**src/rtl/axis_uart_tx.sv**
```systemverilog
// -----------------------------------------------------------------------------
// axis_uart_tx
//   Serialises an 8-bit AXI-Stream byte stream onto an asynchronous UART line.
//   Frame: start bit (0), D0..D7 LSB first, optional parity bit, 1 or 2 stop
//   bits (1). Every bit holds the line for CLKS_PER_BIT = CLK_FREQ_HZ / BAUD
//   clock cycles. The block backpressures the upstream slicer: a new byte is
//   only accepted while idle or in the very last cycle of the last stop bit,
//   which allows zero-gap back-to-back frames.
//
// Ports
//   i_CLK         in   1  system clock, rising edge
//   i_RST         in   1  asynchronous reset, active-high
//   S_AXIS_DATA   in   8  byte to transmit
//   S_AXIS_VALID  in   1  S_AXIS_DATA is valid
//   S_AXIS_READY  out  1  byte accepted on a rising edge with VALID high
//   o_TX          out  1  UART serial line, idle high
//   o_BUSY        out  1  frame in progress
//
// All outputs come straight from registers; nothing is combinational from
// an input.
// -----------------------------------------------------------------------------
module axis_uart_tx #(
    parameter int CLK_FREQ_HZ = 100_000_000,
    parameter int BAUD        = 115_200,
    parameter int PARITY_EN   = 0,
    parameter int PARITY_ODD  = 0,
    parameter int STOP_BITS   = 1
) (
    input  logic       i_CLK,
    input  logic       i_RST,
    input  logic [7:0] S_AXIS_DATA,
    input  logic       S_AXIS_VALID,
    output logic       S_AXIS_READY,
    output logic       o_TX,
    output logic       o_BUSY
);

    localparam int CLKS_PER_BIT = CLK_FREQ_HZ / BAUD;
    localparam int CNT_W        = (CLKS_PER_BIT > 2) ? $clog2(CLKS_PER_BIT) : 1;

    localparam logic [CNT_W-1:0] CNT_LAST = CNT_W'(CLKS_PER_BIT - 1);
    // One cycle before the end of a bit: used to pre-register READY so that
    // it is high exactly in the final cycle of the last stop bit.
    localparam logic [CNT_W-1:0] CNT_PRE  = CNT_W'(CLKS_PER_BIT - 2);
    localparam logic             STOP_LAST = (STOP_BITS == 2);
    localparam logic             ODD_BIT   = (PARITY_ODD != 0);

    // Elaboration-time parameter checks.
    if (CLKS_PER_BIT < 2) begin : g_bad_clks_per_bit
        $error("axis_uart_tx: CLK_FREQ_HZ / BAUD must be at least 2");
    end
    if (STOP_BITS != 1 && STOP_BITS != 2) begin : g_bad_stop_bits
        $error("axis_uart_tx: STOP_BITS must be 1 or 2");
    end

    typedef enum logic [2:0] {
        IDLE   = 3'd0,
        START  = 3'd1,
        DATA   = 3'd2,
        PARITY = 3'd3,
        STOP   = 3'd4
    } state_t;

    state_t           state_reg;
    logic [CNT_W-1:0] cnt_reg;       // cycles within the current bit
    logic [2:0]       bit_idx_reg;   // data bit index 0..7
    logic             stop_idx_reg;  // stop bit index 0..STOP_BITS-1
    logic [7:0]       shift_reg;     // remaining data bits, LSB goes out next
    logic             parity_reg;
    logic             tx_reg;
    logic             ready_reg;
    logic             busy_reg;

    logic handshake;
    logic bit_end;
    logic last_stop;

    assign handshake = S_AXIS_VALID & ready_reg;
    assign bit_end   = (cnt_reg == CNT_LAST);
    assign last_stop = (stop_idx_reg == STOP_LAST);

    always_ff @(posedge i_CLK or posedge i_RST) begin
        if (i_RST) begin
            state_reg    <= IDLE;
            cnt_reg      <= '0;
            bit_idx_reg  <= '0;
            stop_idx_reg <= 1'b0;
            shift_reg    <= '0;
            parity_reg   <= 1'b0;
            tx_reg       <= 1'b1;
            ready_reg    <= 1'b0;
            busy_reg     <= 1'b0;
        end else begin
            case (state_reg)
                IDLE: begin
                    ready_reg <= 1'b1;
                    if (handshake) begin
                        state_reg  <= START;
                        shift_reg  <= S_AXIS_DATA;
                        parity_reg <= (^S_AXIS_DATA) ^ ODD_BIT;
                        tx_reg     <= 1'b0;
                        busy_reg   <= 1'b1;
                        ready_reg  <= 1'b0;
                        cnt_reg    <= '0;
                    end
                end

                START: begin
                    if (bit_end) begin
                        state_reg   <= DATA;
                        cnt_reg     <= '0;
                        bit_idx_reg <= '0;
                        tx_reg      <= shift_reg[0];
                        shift_reg   <= {1'b0, shift_reg[7:1]};
                    end else begin
                        cnt_reg <= cnt_reg + CNT_W'(1);
                    end
                end

                DATA: begin
                    if (bit_end) begin
                        cnt_reg <= '0;
                        if (bit_idx_reg == 3'd7) begin
                            if (PARITY_EN != 0) begin
                                state_reg <= PARITY;
                                tx_reg    <= parity_reg;
                            end else begin
                                state_reg    <= STOP;
                                tx_reg       <= 1'b1;
                                stop_idx_reg <= 1'b0;
                            end
                        end else begin
                            bit_idx_reg <= bit_idx_reg + 3'd1;
                            tx_reg      <= shift_reg[0];
                            shift_reg   <= {1'b0, shift_reg[7:1]};
                        end
                    end else begin
                        cnt_reg <= cnt_reg + CNT_W'(1);
                    end
                end

                PARITY: begin
                    if (bit_end) begin
                        state_reg    <= STOP;
                        tx_reg       <= 1'b1;
                        cnt_reg      <= '0;
                        stop_idx_reg <= 1'b0;
                    end else begin
                        cnt_reg <= cnt_reg + CNT_W'(1);
                    end
                end

                STOP: begin
                    if (bit_end) begin
                        cnt_reg <= '0;
                        if (last_stop) begin
                            // READY is high in this cycle, so a waiting byte
                            // chains straight into the next start bit.
                            if (handshake) begin
                                state_reg  <= START;
                                shift_reg  <= S_AXIS_DATA;
                                parity_reg <= (^S_AXIS_DATA) ^ ODD_BIT;
                                tx_reg     <= 1'b0;
                                busy_reg   <= 1'b1;
                                ready_reg  <= 1'b0;
                            end else begin
                                state_reg <= IDLE;
                                tx_reg    <= 1'b1;
                                busy_reg  <= 1'b0;
                                ready_reg <= 1'b1;
                            end
                        end else begin
                            stop_idx_reg <= 1'b1;
                        end
                    end else begin
                        cnt_reg <= cnt_reg + CNT_W'(1);
                        if (last_stop && cnt_reg == CNT_PRE) begin
                            ready_reg <= 1'b1;
                        end
                    end
                end

                default: begin
                    state_reg <= IDLE;
                    tx_reg    <= 1'b1;
                    busy_reg  <= 1'b0;
                    ready_reg <= 1'b0;
                    cnt_reg   <= '0;
                end
            endcase
        end
    end

    assign S_AXIS_READY = ready_reg;
    assign o_TX         = tx_reg;
    assign o_BUSY       = busy_reg;

endmodule
```
**config.mk**
```make
export PLATFORM = sky130hd
export DESIGN_NAME = axis_uart_tx
export DESIGN_NICKNAME = d
export VERILOG_FILES = /design/src/rtl/axis_uart_tx.sv
export SDC_FILE = /design/constraint.sdc
export NUM_CORES = 1
export LEC_CHECK = 0
export BUFFER_PORTS_ARGS = -buffer_cell sky130_fd_sc_hd__buf_2
export CAP_MARGIN = 40
export CORE_ASPECT_RATIO = 0.9
export CORE_MARGIN = 5
export CORE_UTILIZATION = 45
export CTS_CLUSTER_DIAMETER = 60
export DETAILED_ROUTE_END_ITERATION = 8
export GPL_TIMING_DRIVEN = 0
export SYNTH_ARGS = -nofsm -noshare
export SYNTH_HDL_FRONTEND = slang
export SYNTH_SLANG_ARGS = --single-unit
```
**constraint.sdc**
```tcl
create_clock -name i_CLK -period 3.8 [get_ports i_CLK]
set_input_delay 0.38 -clock i_CLK [delete_from_list [all_inputs] [get_ports i_CLK]]
set_output_delay 0.38 -clock i_CLK [all_outputs]
set_load 0.05 [all_outputs]
```
Word level (Yosys, flattened, before mapping)
Index checks and enable logic that the tools add are counted.
Storage, ports and cells
  bits in writable memories: 0
  bits in latches: 0
  output and inout port bits: 3
  bits of input ports: 11
  bits in registers: 28
  word-level logic and storage cells: 90
  memories: 0
  memory bits (read-only): 0
Cells by class
  order comparisons: 0
  equal/unequal tests: 17
  multiplexer cells: 46
  reduce and logical (&&, ||, !) cells: 14
  $add $sub $neg: 2
  divide/modulo/power cells: 0
  bitwise gates (word level): 3
  shifts and indexed selects: 0
  $mul: 0
Operators by type and width (number)
  $mux 8: 6
  $pmux 8 s4: 1
  $mux 3: 10
  $eq 10x10->1 const B: 2
  $mux 1: 20
  $mux 10: 2
  $pmux 10 s2: 1
  $ne 2x2->1 const B: 8
  $pmux 3 s5: 1
  $reduce_and 6->1: 2
  $add 10x1->10 const B: 1
  $pmux 1 s3: 3
  $reduce_and 4->1: 2
  $reduce_and 7->1: 1
  $eq 3x2->1 const B: 2
  $eq 3x3->1 const B: 2
  $ne 3x3->1 const B: 2
  $pmux 3 s2: 1
  $pmux 1 s5: 1
  $reduce_and 5->1: 1
  $reduce_bool 4->1: 1
  $reduce_or 4->1: 1
  $add 3x1->3 const B: 1
  $eq 3x1->1 const B: 1
  other kinds (8): 9

Depth between registers and ports, before layout
Gate-level depths: netlist (run 1).
  word-level depth: 5
  mapped depth: 6
  gate-level depth less buffers: 6

Worst setup path before layout (run 1)
Ideal clock, no wire load.
  kind: reg-to-reg
  start: reg bit_idx_reg[0]
  end: reg shift_reg[0]
  path buffers: 0
  stages on the path, launching flop included: 7
  library setup time: 0.125 ns
  arrival time: 1.700 ns
  setup slack: 1.976 ns
  cells stage by stage: dfrtp_1 -> ha_1 -> ha_1 -> o21ai_0 -> a32oi_1 -> a21oi_4 -> mux2_2
Between the ends
  cells in the longest elaborated chain, start to end: 3
RTL lines
  start: declaration: line 66  | logic [2:0] bit_idx_reg;
  start signal: assignment: line 133  | bit_idx_reg <= bit_idx_reg + 3'd1;
  $eq 3x3->1: line 123  | if (bit_idx_reg == 3'd7) begin
  $ne 2x2->1 (no source line)
  $reduce_and 6->1 (no source line)
  end signal: assignment: line 114  | shift_reg <= {1'b0, shift_reg[7:1]};
  end signal: assignment: line 135  | shift_reg <= {1'b0, shift_reg[7:1]};
  end: declaration: line 68  | logic [7:0] shift_reg;
Every way passes these cells.
A chain may end at the register's enable or synchronous reset.

Worst setup path in the final report (run 1)
Same ends and word-level chain as after synthesis.

==> results of run 1 <==
## worst max-delay path, stage by stage (launching register included)
cell and delay [ns]:
dfrtp_1 0.42, ha_1 0.21, ha_1 0.23, o21ai_0 0.29
a32oi_1 0.14, a21oi_4 0.30, mux2_2 0.38
## area by class of cell
cell class,count,area [µm²],area share
Buffer,8,40.0,0.0226
Clock buffer,3,41.3,0.0233
Clock inverter,1,5.00,0.00282
Inverter,4,15.0,0.00846
Multi-Input combinational cell,117,850,0.479
Sequential cell,27,677,0.381
Tap cell,44,55.1,0.0310
Timing Repair Buffer,14,92.6,0.0521
## cell usage in the layout, fill, tap and decap left out, types with 2 or more instances in the layout
cell type  Yosys  layout
buf_2          4      17
o21a_1         2       2
mux2_2        15      15
a31oi_1        5       5
o31ai_1        3       3
and3_1         2       2
o21ai_1        2       2
nand3b_1       2       2
nor2_1         7       7
nor3_1         4       4
dfrtp_1       26      26
nand2_1        9       9
a22o_1         2       2
nand4_1        2       2
ha_1           4       4
nand2b_1       3       3
o21ai_0        9       9
clkbuf_8       0       3
inv_1          4       4
mux2i_1        3       3
a21o_1         3       3
clkbuf_1       2       2
a21oi_1        9       9
nand3_1        7       7
and4_1         2       2
nor2b_1        3       3
## kinds of logic after synthesis
group	count (synthesis)
XOR/XNOR	1
buffers and inverters	12
multiplexers	18
adder cells (fa/ha/maj)	4
AND/OR/NAND/NOR	50
AO/OA/AOI/OAI	44
flip-flops	27
## layer usage
metal	vias to the layer above	track usage	routed length, µm	share of wire
li1	618	-	-	-
met1	593	0.198	1550	0.50
met2	30	0.233	1400	0.45
met3	4	0.0289	110	0.036
met4	0	0.0438	24	0.0078
met5	-	0	0	0
## power groups by stage
stage                     registers, mW  logic, mW  clock network (mW)
after CTS                         0.294     0.0258               0.171
after global placement            0.299     0.0215                   0
after floorplan                   0.301     0.0120                   0
final                             0.294     0.0251               0.166
after global routing              0.294     0.0284               0.188
after detailed placement          0.299     0.0257                   0
## worst min-delay path by stage
| stage | start | to | slack, ns | cells past startpoint |
|---|---|---|---|---|
| finish | i_RST | shift_reg[6]$_DFFE_PP0P_ | 0.11 | 2 |
| global route | i_RST | shift_reg[6]$_DFFE_PP0P_ | 0.13 | 2 |
| floorplan | i_RST | S_AXIS_READY$_DFFE_PP0P_ | 0.43 | 1 |
| CTS | i_RST | shift_reg[6]$_DFFE_PP0P_ | 0.11 | 2 |
| detailed placement | i_RST | shift_reg[6]$_DFFE_PP0P_ | 0.42 | 2 |
| global placement | o_BUSY$_DFFE_PP0P_ | o_BUSY$_DFFE_PP0P_ | 0.46 | 1 |
==> out/qor.yml, run 1 <==
status: "finished clean"
place_ws_ns: 1.72
cts_max_path_buffers: 2
synth_fa_ha_area_frac: 0.0316
finalNonFillerCells: 218
synth_area_per_cell_um2: 10.1
antenna_found_initial: 0
die_area_um2: 4800
synthFlopType: "dfrtp_1"
combinationalPowerShare: 0.052
wl_per_cell_um: 14.1
drive_gt1_frac: 0.264
finalHoldViolations: 0
cts_tree: "built"
timing.rr.start: "bit_idx_reg[0]$_DFFE_PP0P_"
portBuffers: 13
coreArea_um2: 3380
clkTransAtPathRegs_ns: 0.10
insertion_delay_ns: 0.27
via_count: 1245
worst_ep_arrival_time_ns: 2.25
ys_seq_elements: 27
grt_max_degree: 18
area_growth_pct: 12.3
yosys.area_share.simple: 0.189
synthTopCellsByArea: "dfrtp_1 (41%), mux2_2 (11%), ha_1 (3.2%), a21oi_1 (2.8%), o21ai_0 (2.8%)"
initial_core_util: 0.468
synth_edf_count: 0
synth_xor_area_frac: 0.00554
syn_inst: 156
drt-initial-drc-count: 112
drv_cap: 0
worst_ep_required_time_ns: 3.96
yosysSeqAreaShare: 0.428
synth_compound_area_frac: 0.185
antennaDiodeCount: 0
clockPowerShare: 0.342
rsz0062_at_grt: "no"
dieHeight_um: 66.2
num_io_pins: 14
critPathCapture: "shift_reg[0]$_DFFE_PP0P_"
synthArstFlopShare: 1.00
cp-startpoint: "bit_idx_reg[0]$_DFFE_PP0P_"
worstRegToRegCells: 6
grt_usage: 0.146
r2r_slack_ns: 1.72
tns_ns: 0
n_fill_cell: 311
min_path_type: "in2async"
maxSlewHeadroom: 0.635
fin_nets: 190
syn_area_um2: 1580
yosysMostFrequentCell: "dfrtp_1"
finalWirelength_mm: 3.08
cts_root_buffer: "clkbuf_8"
finish.utilization: 0.526
h-tree-depth: 1
fp-row-count: 20
synthesis.nets: 171
synth_top_area_share: 0.411
gr-total-overflow: 0
ctsResizeCount: 0
grt_pass1_wl_mm: 5.53
tightest_slew_ns: 0.547
cts_setup_buffers: 0
gp_congestion: 0.837
switchingPower_uw: 106
seqPwrFrac: 0.606
dpl_cell_area_um2: 1730
total_power_uw: 485
synth_cell_types: 47
setup_ws_ns: 1.72
whs_ns: 0.109
die_w_um: 72.5
fmax_mhz: 480
cp-end-kind: "register"
drc_errors: 0
path_class: "reg2reg"
hold_buffers: 0
synth_top_area_cell: "dfrtp_1"
cp-start-kind: "register"
clock-skew-final_ns: 0.00185
cts_num_sinks: 27
muxShareOfSynthArea: 0.126
synth_common_cells: "dfrtp_1 (26), mux2_2 (15), a21oi_1 (9), nand2_1 (9), o21ai_0 (9)"
stdcell_area_um2: 1780
p_leak_nw: 0.786
numCtsBuffers: 3
largest_register_ffs: 10
grt_pass1_vias: 1180
drtPass1Iterations: 4
finalMaxSlewViolations: 0
power_density_nw_per_um2: 273
dp_cells: 214
yosys_warnings: 0
vdd_drop_max_mv: 0.168
vias_per_cell: 5.71
hpwlAfterDp_mm: 2.29
crit_fanout: 8
min_period_ns: 2.08
finalCritPeriodShare: 0.549
synth_top_family_by_area: "simple AND/OR/NAND/NOR gates"
worst_r2r_endpoint: "shift_reg[0]$_DFFE_PP0P_"
p_int_uw: 378
netSwitchingFraction: 0.219
ant_nets: 0
finalSetupViolations: 0
(Power assumes the default switching activity.)
==> inputs of run 2 (changes only) <==
--- a/config.mk
+++ b/config.mk
@@ -5,6 +5,7 @@
 export SDC_FILE = /design/constraint.sdc
 export NUM_CORES = 1
 export LEC_CHECK = 0
+export ABC_AREA = 1
 export BUFFER_PORTS_ARGS = -buffer_cell sky130_fd_sc_hd__buf_2
 export CAP_MARGIN = 40
 export CORE_ASPECT_RATIO = 0.9
@@ -13,6 +14,7 @@
 export CTS_CLUSTER_DIAMETER = 60
 export DETAILED_ROUTE_END_ITERATION = 8
 export GPL_TIMING_DRIVEN = 0
+export PLACE_DENSITY = 0.65
 export SYNTH_ARGS = -nofsm -noshare
 export SYNTH_HDL_FRONTEND = slang
 export SYNTH_SLANG_ARGS = --single-unit
==> constraint.sdc (replaced) <==
create_clock -name i_CLK -period 1.8 [get_ports i_CLK]
set_input_delay 0.18 -clock i_CLK [delete_from_list [all_inputs] [get_ports i_CLK]]
set_output_delay 0.18 -clock i_CLK [all_outputs]
set_load 0.05 [all_outputs]
==> run 2 against run 1 <==
Effect of this change: critical path depth up 2; sequential cell count unchanged; wire length up 2.7%; via count up 10%; synthesized cell count up 37%; cell count up 29%; combinational power rose to 54 times the previous value; design area up 2.7%; global-route usage up 0.075 points; largest cell class unchanged.
==> out/qor.yml, run 2 <==
clock-skew-final_ns: 0.00174  # -0.000111 ns
fin_nets: 254  # +34%
coreArea_um2: 3380  # unchanged
grt_pass1_wl_mm: 5.61  # +1.4%
die_area_um2: 4770  # -0.68%
cts_max_path_buffers: 2  # unchanged
vias_per_cell: 4.88  # -15%
max_stage_delay_ns: 0.40  # -0.02 ns
synthesis.nets: 229  # +34%
seqCellArea_um2: 677  # unchanged
cp-startpoint: "cnt_reg[0]$_DFFE_PP0P_"
via_count: 1375  # +10%
synthFlopType: "dfrtp_1"
holdPathStages: 5
p_leak_nw: 0.973  # +24%
ant_nets: 0  # unchanged
path_class: "reg2reg"
synthArstFlopShare: 1.00  # unchanged
syn_inst: 214  # +37%
fmax_mhz: 612  # +28%
finalMaxSlewViolations: 0  # unchanged
synth_area_per_cell_um2: 7.33  # -28%
synth_cell_types: 24  # -49%
ys_seq_elements: 27  # unchanged
syn_area_um2: 1570  # -0.79%
grt_usage: 0.146  # +0.000752
yosysSeqAreaShare: 0.431  # +0.00341
clkTransAtPathRegs_ns: 0.09  # about the same
tightest_slew_ns: 0.464  # -0.0829 ns
gr-total-overflow: 0  # unchanged
rsz0062_at_grt: "no"
drive_gt1_frac: 0.193  # -0.0711
antenna_found_initial: 0  # unchanged
hpwlAfterDp_mm: 2.27  # -0.60%
dieHeight_um: 66.0  # -0.33%
critPathTopFamily: "simple AND/OR/NAND/NOR gates"
tns_ns: 0  # unchanged
crit_fanout: 8  # unchanged
antennaDiodeCount: 0  # unchanged
drv_cap: 0  # unchanged
min_from: "S_AXIS_DATA[6]"
synth_common_cells: "nand2_1 (83), dfrtp_1 (26), inv_1 (21), nor2_1 (18), nand3_1 (16)"
synthTopCellsByArea: "dfrtp_1 (41%), nand2_1 (20%), nand3_1 (5.1%), inv_1 (5.0%), nor2_1 (4.3%)"
worst_ep_required_time_ns: 1.96  # -2.00 ns
crit_slowest_cell: "dfrtp_1"
largest_register_ffs: 10  # unchanged
finalCritPeriodShare: 0.908  # +0.360
synth_top_area_cell: "dfrtp_1"
min_path_type: "in2reg"
cts_root_buffer: "clkbuf_8"
grt_pass1_vias: 1311  # +11%
grt_max_degree: 19  # +1
numCtsBuffers: 3  # unchanged
area_growth_pct: 16.2
min_period_ns: 1.63  # -0.450 ns
drtPass1Iterations: 4  # unchanged
yosys_warnings: 0  # unchanged
cts_num_sinks: 27  # unchanged
finalHoldViolations: 0  # unchanged
portBuffers: 13  # unchanged
wl_per_cell_um: 11.2  # -21%
critPathBufInv: 0  # unchanged
finalSetupViolations: 0  # unchanged
multi_input_area_um2: 818  # -3.7%
power_density_nw_per_um2: 1430  # +420%
crit_chain: "ha_1 -> nand3_1 -> nor2_4 -> nor2_2 -> nor2_4 -> nand2_4 -> nand2_1 -> nand2_1"
worst_ep_arrival_time_ns: 1.80  # -0.45 ns
drt-initial-drc-count: 65  # -42%
synth_top_area_share: 0.415  # +0.00328
vdd_drop_max_mv: 0.639  # +280%
cp.depth: 8  # +2
maxSlewHeadroom: 0.690  # +0.0558
h-tree-depth: 1  # unchanged
synth_edf_count: 0  # unchanged
n_fill_cell: 330  # +6.1%
timing.rr.start: "cnt_reg[0]$_DFFE_PP0P_"
finish.utilization: 0.540  # +0.0141
die_w_um: 72.2  # -0.34%
cp-end-kind: "register"
cts_tree: "built"
initial_core_util: 0.464  # -0.00370
status: "finished clean"
finalWirelength_mm: 3.17  # +2.7%
gp_congestion: 0.835  # -0.20%
final_common_cell: "nand2_1"
num_io_pins: 14  # unchanged
drc_errors: 0  # unchanged
yosysMostFrequentCell: "nand2_1"
worstRegToRegCells: 8  # +2
layout_common_cells: "nand2_1 (83), dfrtp_1 (26), inv_1 (21), nor2_1 (16), nand3_1 (15)"
cp-start-kind: "register"
fp-row-count: 20  # unchanged
insertion_delay_ns: 0.27  # about the same
==> run 2: area by class of cell <==
| class | count | area share |
|---|---|---|
| Clock buffer | 4 | 0.0247 |
| Inverter | 26 | 0.0563 |
| Multi-Input combinational cell | 163 | 0.449 |
| Sequential cell | 27 | 0.371 |
| Tap cell | 44 | 0.0302 |
| Timing Repair Buffer | 18 | 0.0686 |
==> run 2: path summary, 6_finish.rpt <==
check                                           end  slack [ns]
setup / recovery           shift_reg[2]$_DFFE_PP0P_        0.17
hold / removal             shift_reg[6]$_DFFE_PP0P_        0.22
setup reg to reg           shift_reg[2]$_DFFE_PP0P_        0.17
hold reg to reg                    o_TX$_DFFE_PP1P_        0.47
max in group asynchronous          o_TX$_DFFE_PP1P_        0.82
min in group asynchronous  shift_reg[2]$_DFFE_PP0P_        0.46
==> run 2: report_power, final <==
part | internal [mW] | leakage, nW | switching (mW) | total [mW]
clock | 0.158 | 0.0228 | 0.181 | 0.339
combinational | 0.425 | 0.597 | 0.928 | 1.35
sequential | 0.783 | 0.354 | 0.124 | 0.907
==> run 2: timing repair <==
item | in CTS | in global routing
setup endpoints to repair | 0 | 11
hold buffers | 1 | 0
gates resized for setup | 0 | 5
hold endpoints to repair | 9 | 0
setup buffers | 0 | 3
==> run 2: cell families (layout without fill, tap and decap cells) <==
family | Yosys count | in the layout | synth area share
buf+inv | 26 | 48 | 0.0654
flops | 27 | 27 | 0.431
simple gates | 131 | 132 | 0.368
compound gates | 26 | 27 | 0.104
fa+ha+maj | 4 | 4 | 0.0319
==> run 2: worst register-to-register path: stages, from the launching register on <==
cell and delay, ns:
dfrtp_1 0.40, ha_1 0.25, nand3_1 0.17, nor2_4 0.19, nor2_2 0.09, nor2_4 0.20, nand2_4 0.11, nand2_1 0.07
nand2_1 0.05
==> run 2: per-stage QoR <==
stage	instance area (µm²)	hold slack [ns]	setup slack (ns)	power (mW)	std cells
floorplan	1570	0.232	0.173	1.92	214
global placement	1690	0.454	0.0563	2.18	271
detailed placement	1720	0.214	0.0721	2.20	272
CTS	1770	0.218	0.0578	2.56	277
global route	1820	0.247	0.0141	2.85	282
finish	1820	0.224	0.165	2.60	282
==> run 2: routing by layer <==
layer,routed length [µm],share of wire,vias to the layer above,track usage
met5,0,0,-,0
met4,43,0.014,0,0.0493
met3,138,0.044,4,0.0395
met2,1360,0.43,30,0.227
met1,1620,0.51,618,0.196
li1,-,-,723,-
